### src/rtl/fifo_spi_sequencer.sv
// Command sequencer: pops headers/payload from FIFO A, runs SPI transfers, pushes results to FIFO B.
// Optional macro SEQ_DONE_WORD_EN adds a completion word to FIFO B after every WRITE/READ.
//
// state    | meaning
// ---------+-------------------------------------------------------------
// IDLE     | waiting for a header in FIFO A
// HDR_RD   | header word on FIFOA_OUT, latch opcode and N
// DECODE   | dispatch on opcode, handle N = 0 and illegal opcodes
// DAT_RD   | WRITE: wait for a payload word, pop it
// DAT_LAT  | WRITE: latch payload word into spi_tx
// SPI_GO   | wait for SPI master idle, pulse spi_start
// SPI_WAIT | wait for spi_done
// PUSH     | write FIFOB_IN into FIFO B (read data, status or completion word)
// WAIT_STA | poll selected chip status with a down-counting timeout
module fifo_spi_sequencer #(
    parameter int TIMEOUT_W = 16,
    parameter int CNT_W     = 16
) (
    input  logic        CLK,
    input  logic        rst_n,
    input  logic [31:0] FIFOA_OUT,
    input  logic        FIFOA_empty,
    output logic        FIFOA_ren,
    output logic [31:0] FIFOB_IN,
    input  logic        FIFOB_full,
    output logic        FIFOB_wen,
    output logic [31:0] spi_tx,
    output logic        spi_start,
    input  logic        spi_busy,
    input  logic        spi_done,
    input  logic [31:0] spi_rx,
    input  logic        sta_wei,
    input  logic        sta_act,
    output logic        busy,
    output logic        err,
    output logic        Triggered
);
    typedef enum logic [3:0] {
        IDLE, HDR_RD, DECODE, DAT_RD, DAT_LAT, SPI_GO, SPI_WAIT, PUSH, WAIT_STA
    } state_t;

    localparam logic [3:0] OP_WRITE = 4'h1;
    localparam logic [3:0] OP_READ  = 4'h2;
    localparam logic [3:0] OP_STA   = 4'h3;

    state_t               state, state_nxt;
    logic [3:0]           op, op_nxt;
    logic [CNT_W-1:0]     n_q, n_nxt, cnt, cnt_nxt;
    logic [TIMEOUT_W-1:0] tmr, tmr_nxt;
    logic                 fin, fin_nxt, err_nxt, armed, complete, sta_sel;
    logic [31:0]          tx_nxt, push_nxt;
    logic                 unused_hdr;

    assign unused_hdr = ^FIFOA_OUT[27:CNT_W];
    assign busy       = (state != IDLE);
    assign sta_sel    = n_q[0];

`ifdef SEQ_DONE_WORD_EN
    logic [31:0] n_ext;
    logic [31:0] done_word;
    assign n_ext     = 32'(n_q);
    assign done_word = {8'hD0, 4'h0, op, n_ext[15:0]};
`endif

    always_ff @(posedge CLK or negedge rst_n) begin
        if (!rst_n) begin
            state    <= IDLE;
            op       <= '0;
            n_q      <= '0;
            cnt      <= '0;
            tmr      <= '0;
            fin      <= 1'b0;
            err      <= 1'b0;
            spi_tx   <= '0;
            FIFOB_IN <= '0;
            armed    <= 1'b0;
        end else begin
            state    <= state_nxt;
            op       <= op_nxt;
            n_q      <= n_nxt;
            cnt      <= cnt_nxt;
            tmr      <= tmr_nxt;
            fin      <= fin_nxt;
            err      <= err_nxt;
            spi_tx   <= tx_nxt;
            FIFOB_IN <= push_nxt;
            armed    <= 1'b1;
        end
    end

    always_comb begin
        state_nxt = state;
        op_nxt    = op;
        n_nxt     = n_q;
        cnt_nxt   = cnt;
        tmr_nxt   = tmr;
        fin_nxt   = fin;
        err_nxt   = err;
        tx_nxt    = spi_tx;
        push_nxt  = FIFOB_IN;
        FIFOA_ren = 1'b0;
        FIFOB_wen = 1'b0;
        spi_start = 1'b0;
        Triggered = 1'b0;
        complete  = 1'b0;
        case (state)
            IDLE: begin
                // armed keeps FIFO A untouched while reset is held
                if (armed && !FIFOA_empty) begin
                    FIFOA_ren = 1'b1;
                    state_nxt = HDR_RD;
                end
            end
            HDR_RD: begin
                op_nxt    = FIFOA_OUT[31:28];
                n_nxt     = FIFOA_OUT[CNT_W-1:0];
                cnt_nxt   = FIFOA_OUT[CNT_W-1:0];
                fin_nxt   = 1'b0;
                state_nxt = DECODE;
            end
            DECODE: begin
                case (op)
                    OP_WRITE, OP_READ: begin
                        if (cnt == '0) begin
                            complete = 1'b1;
                        end else if (op == OP_WRITE) begin
                            state_nxt = DAT_RD;
                        end else begin
                            tx_nxt    = '0;
                            state_nxt = SPI_GO;
                        end
                    end
                    OP_STA: begin
                        tmr_nxt   = '1;
                        state_nxt = WAIT_STA;
                    end
                    default: begin
                        err_nxt   = 1'b1;
                        state_nxt = IDLE;
                    end
                endcase
            end
            DAT_RD: begin
                if (!FIFOA_empty) begin
                    FIFOA_ren = 1'b1;
                    state_nxt = DAT_LAT;
                end
            end
            DAT_LAT: begin
                tx_nxt    = FIFOA_OUT;
                state_nxt = SPI_GO;
            end
            SPI_GO: begin
                if (!spi_busy) begin
                    spi_start = 1'b1;
                    state_nxt = SPI_WAIT;
                end
            end
            SPI_WAIT: begin
                if (spi_done) begin
                    if (op == OP_READ) begin
                        push_nxt  = spi_rx;
                        state_nxt = PUSH;
                    end else if (cnt == CNT_W'(1)) begin
                        complete = 1'b1;
                    end else begin
                        cnt_nxt   = cnt - CNT_W'(1);
                        state_nxt = DAT_RD;
                    end
                end
            end
            PUSH: begin
                if (!FIFOB_full) begin
                    FIFOB_wen = 1'b1;
                    if (fin) begin
                        Triggered = 1'b1;
                        state_nxt = IDLE;
                    end else if (cnt == CNT_W'(1)) begin
                        complete = 1'b1;
                    end else begin
                        cnt_nxt   = cnt - CNT_W'(1);
                        state_nxt = SPI_GO;
                    end
                end
            end
            WAIT_STA: begin
                if (sta_sel ? sta_wei : sta_act) begin
                    push_nxt  = {16'h5A00, 15'd0, sta_sel};
                    fin_nxt   = 1'b1;
                    state_nxt = PUSH;
                end else if (tmr == '0) begin
                    push_nxt  = {16'hDEAD, 15'd0, sta_sel};
                    err_nxt   = 1'b1;
                    fin_nxt   = 1'b1;
                    state_nxt = PUSH;
                end else begin
                    tmr_nxt = tmr - TIMEOUT_W'(1);
                end
            end
            default: state_nxt = IDLE;
        endcase
        if (complete) begin
            cnt_nxt = '0;
`ifdef SEQ_DONE_WORD_EN
            push_nxt  = done_word;
            fin_nxt   = 1'b1;
            state_nxt = PUSH;
`else
            Triggered = 1'b1;
            state_nxt = IDLE;
`endif
        end
    end
endmodule

### config.mk
export PLATFORM = sky130hd
export DESIGN_NAME = fifo_spi_sequencer
export DESIGN_NICKNAME = d
export VERILOG_FILES = /design/src/rtl/fifo_spi_sequencer.sv
export SDC_FILE = /design/constraint.sdc
export NUM_CORES = 1
export LEC_CHECK = 0
export BUFFER_PORTS_ARGS = -buffer_cell sky130_fd_sc_hd__buf_2
export CAP_MARGIN = 20
export CORE_MARGIN = 2
export CORE_UTILIZATION = 49
export CTS_BUF_LIST = sky130_fd_sc_hd__clkbuf_4
export CTS_CLUSTER_DIAMETER = 50
export DETAILED_ROUTE_END_ITERATION = 16
export GPL_TIMING_DRIVEN = 0
export PLACE_DENSITY = 0.88
export SETUP_SLACK_MARGIN = 0.4
export SKIP_LAST_GASP = 1
export SYNTH_ARGS = -nofsm -noshare
export SYNTH_HDL_FRONTEND = slang
export SYNTH_SLANG_ARGS = --single-unit
### constraint.sdc
create_clock -name CLK -period 2.3 [get_ports CLK]
set_clock_uncertainty 0.2 [all_clocks]
set_input_delay 0.23 -clock CLK [delete_from_list [all_inputs] [get_ports CLK]]
set_output_delay 0.23 -clock CLK [all_outputs]
set_load 0.1 [all_outputs]
==> flow_results.org <==
** Setup path
- Crit end category :: primary output
- Biggest cell delay along the critical path :: 590 ps
- The critical path is of the reg2out type.
- Along the worst path, the maximum fanout reaches 4.
- Series of cell instances along the critical path :: or4b_4 -> nor3_2 -> nand4_1 -> o21ai_2 -> a21o_4 -> buf_12
- For the worst setup path, the data arrival time is 2480 ps.
- Cell at the slowest stage of the critical path :: sky130_fd_sc_hd__or4b_4
- Category of the worst setup path launch point :: flop
- Req. time, crit path :: 1870 ps

** Global routing
- The first global-routing pass estimated 32000 um of wire.
- For this run the aggregate overflow at the end of global routing stands at 0.
- GRT Util Overall :: 0.354
- Entering global routing, the biggest net connects 67 pins.
- Initial antenna violation count :: 2
- The number of global-route vias before repair came to 6221.

** Clocking
- The tree built by TritonCTS fans out to 108 sinks.
- The tree is rooted in a sky130_fd_sc_hd__clkbuf_4.
- The H-tree was split into 3 levels.
- TritonCTS built the clock tree.
- Num CTS Buffers :: 9
- Clock-pin slew was measured on the worst setup and hold paths at 210 ps.
- Clk buf depth :: 2
- Clk_lat worst skew :: 530 ps

** Yosys
- During synthesis, Yosys emitted a total of 0 warnings.
- The cell count after synthesis came out at 528.
- In this run, distinct cell masters in the synthesized netlist total 67.
- Share of synthesized flip-flops with an asynchronous set or reset :: 1.00
- In this run, synthesis produced a sequential element count of 108.
- In this run the mean area of a mapped cell was 10.1 um^2.
- The synthesized netlist occupies a cell area of 5350 um^2.
- Synthesis produced a netlist with a net count of 604.
- Top_reg_cell synth :: sky130_fd_sc_hd__dfrtp_1
- Number of enable-type register cells in the synthesized netlist :: 0
- Fraction of the yosys area taken by sequential cells :: 0.505

** STA
- Final worst hold slack :: 42.0 ps
- The max-slew violation count came to 0.
- Number of hold violations in the final report :: 0
- In the finished design, the share of the clock period the worst path needs comes to 1.26.
- Setup repair after global routing could not meet its margin everywhere.
- Minimum setup slack in the final design :: -606 ps
- Maximum clock rate :: 344 MHz
- Max_slew headroom :: 0.392
- Finish-stage setup viols :: 103
- The worst path in the final design needs a cycle of 2910 ps, including I/O delays and setup.
- For the pin with the worst max-slew slack, the measured transition is 889 ps.
- Setup TNS Final :: -39360 ps

** Placed design
- Area of placed instances :: 6590 um^2
- The congestion estimate from routability-driven global placement came to 0.961.
- Placed insts :: 810
- OpenSTA, run right after detailed placement, puts the worst setup slack at -450 ps.
- Detailed placer's ending HPWL :: 10400 um
- Count of buffers from port buffering :: 141

** Status
- Failing checks :: negative setup slack
- Outcome :: complete, but fails checks

** Cells and area
- Layout Nets :: 912
- Count of fill cells added during filler insertion :: 475
- Fraction of final layout cells sized beyond drive strength 1 :: 0.449
- Once layout is complete, the utilization of the core stands at 0.828.
- After routing the design area is 8900 um^2.
- Compared with the post-synthesis result, the final layout area differs by 66.2%.
- Leaving out filler cells and counting taps, the final layout contains 982.

** Routing
- Vias per Instance :: 6.66
- Total iterations of the first detailed-routing run :: 6
- DRC violation total after the first TritonRoute iteration :: 925
- Summed over all layers, the routed wires come to 25500 um.
- In this run the remaining antenna-violating nets after routing total 0.
- Avg WL per Cell :: 26.0 um
- In the routed design, unresolved DRC markers number 0.
- Via count :: 6539

** Power
- Design Power :: 12.5 mW
- PD cells :: 1410 nW/um^2
- Total leakage power :: 4.05 nW
- The worst-case IR drop observed on VDD is 1170 uV.

** Floorplanning
- Initial Utilization :: 0.498
- Placeable core region :: 10700 um^2
- Area enclosed by the die boundary :: 11800 um^2
- For this design the top-level I/O count stands at 142.
- Die span in x :: 109 um
- Standard-cell rows :: 38
- The die is 109 um tall.

** Worst hold path
- Min-delay worst type :: in2async

** Flow run
- Max-cap viol count :: 0
synthesized netlist by cell type (3+ instances only):
cell,n,share of area
sky130_fd_sc_hd__dfrtp_1,108,0.50
sky130_fd_sc_hd__nand2_1,69,0.048
sky130_fd_sc_hd__a22o_1,33,0.054
sky130_fd_sc_hd__inv_1,28,0.020
sky130_fd_sc_hd__mux2i_1,24,0.045
sky130_fd_sc_hd__clkbuf_1,20,0.014
sky130_fd_sc_hd__nor2_1,20,0.014
sky130_fd_sc_hd__a21oi_1,17,0.016
sky130_fd_sc_hd__nand3_1,17,0.016
sky130_fd_sc_hd__nor3_1,17,0.016
sky130_fd_sc_hd__o21ai_0,17,0.016
sky130_fd_sc_hd__nor4_1,11,0.013
sky130_fd_sc_hd__mux2_2,9,0.019
sky130_fd_sc_hd__o2bb2ai_1,9,0.015
sky130_fd_sc_hd__o31ai_1,9,0.013
sky130_fd_sc_hd__or4_1,8,0.011
sky130_fd_sc_hd__or3_1,7,0.0082
sky130_fd_sc_hd__buf_2,6,0.0056
sky130_fd_sc_hd__nand2b_1,6,0.0070
sky130_fd_sc_hd__a22oi_1,5,0.0070
sky130_fd_sc_hd__and3_1,5,0.0058
sky130_fd_sc_hd__o22a_1,5,0.0082
sky130_fd_sc_hd__o22ai_1,5,0.0058
sky130_fd_sc_hd__ha_1,4,0.0094
sky130_fd_sc_hd__o21ai_1,4,0.0037
sky130_fd_sc_hd__o21ba_2,4,0.0075
sky130_fd_sc_hd__a31oi_1,3,0.0035
sky130_fd_sc_hd__and2_1,3,0.0035
sky130_fd_sc_hd__nand3b_1,3,0.0042
sky130_fd_sc_hd__nor4b_1,3,0.0049
sky130_fd_sc_hd__o21bai_1,3,0.0042
sky130_fd_sc_hd__o31a_1,3,0.0049
sky130_fd_sc_hd__or2_2,3,0.0035
layer usage:
| layer | track usage | up-vias | routed length (um) |
|---|---|---|---|
| li1 | - | 2560 | - |
| met1 | 0.399 | 3028 | 8400 |
| met2 | 0.602 | 696 | 11700 |
| met3 | 0.0928 | 253 | 3090 |
| met4 | 0.212 | 2 | 2350 |
| met5 | 0 | - | 8 |
logic make-up (layout without fill, tap and decap cells):
| kind of cell | Yosys count | in the layout | share of synthesized area |
|---|---|---|---|
| AND/OR/NAND/NOR | 183 | 183 | 0.177 |
| buffers and inverters | 60 | 373 | 0.0477 |
| other | 1 | 2 | 0.000701 |
| XOR/XNOR | 1 | 1 | 0.00164 |
| flip-flops | 108 | 108 | 0.505 |
| multiplexers | 33 | 33 | 0.0638 |
| adder cells (fa/ha/maj) | 4 | 4 | 0.00935 |
| AO/OA/AOI/OAI | 138 | 138 | 0.195 |
final cells by class:
cell class / count / area, um^2 / share of cell area
diodes: 1 / 2.50 / 0.000281
repair inverters: 1 / 7.51 / 0.000844
inverters: 29 / 115 / 0.0129
clock inverters: 7 / 85.1 / 0.00956
multi-input cells: 360 / 3000 / 0.337
clock buffers: 9 / 67.6 / 0.00759
well taps: 140 / 175 / 0.0197
flip-flops and latches: 108 / 2710 / 0.305
repair buffers: 296 / 2390 / 0.268
plain buffers: 31 / 348 / 0.0391
worst max-delay path: cells and delay by family (launching register included):
family / cells / cell delay, ps
and+or+nand+nor: 3 / 1010
DFF: 1 / 510
AOI/OAI and AO/OA: 2 / 270
buffers and inverters: 1 / 170
flip-flops by register name, indices dropped and copies added, names as in the netlist:
name and flops:
tmr 16, FIFOB_IN 32, fin 1, state 4
n_q 1, cnt 16, armed 1, spi_tx 32
op 4, err 1
path summary, 6_finish.rpt:
kind,start,to,slack (ps),cells past startpoint
worst max-delay path,state[2]$_DFFE_PN0P_,Triggered,-610,6
worst min-delay path,rst_n,FIFOB_IN[16]$_DFFE_PN0P_,40,2
worst max register to register,cnt[4]$_DFFE_PN0P_,spi_tx[9]$_DFFE_PN0P_,-590,12
worst min register to register,spi_tx[26]$_DFFE_PN0P_,spi_tx[26]$_DFFE_PN0P_,320,1
max in group asynchronous,rst_n,cnt[0]$_DFFE_PN0P_,1050,3
min in group CLK,spi_busy,state[2]$_DFFE_PN0P_,60,5
layout by cell type (no fill, tap or decap), types with 8 or more instances in the layout:
cell                              n
sky130_fd_sc_hd__nor3_2           8
sky130_fd_sc_hd__nand2_1         67
sky130_fd_sc_hd__a22o_1          33
sky130_fd_sc_hd__nand3_1         12
sky130_fd_sc_hd__nor2_1          15
sky130_fd_sc_hd__mux2i_1         19
sky130_fd_sc_hd__dfrtp_1        101
sky130_fd_sc_hd__a21oi_1         16
sky130_fd_sc_hd__o21ai_0          9
sky130_fd_sc_hd__clkbuf_4        11
sky130_fd_sc_hd__dlygate4sd3_1   66
sky130_fd_sc_hd__buf_6           39
sky130_fd_sc_hd__inv_1           27
sky130_fd_sc_hd__mux2_4           8
sky130_fd_sc_hd__buf_4           50
sky130_fd_sc_hd__buf_2          133
power by group:
group | total, mW | internal [mW] | leakage [nW] | switching (mW)
sequential | 3.17 | 2.54 | 1.28 | 0.628
clock | 1.12 | 0.350 | 0.0762 | 0.774
combinational | 8.22 | 2.46 | 2.70 | 5.76
repair_timing:
item                                    in CTS  in global routing
hold endpoints to repair                   170                  0
hold buffers                                66                  0
endpoints found under the setup margin     112                114
cloned                                      10                  2
setup buffers                               56                 21
pin swaps                                   39                 14
resized for setup                          132                 55
Note: power is estimated with default switching activity, not from simulation.
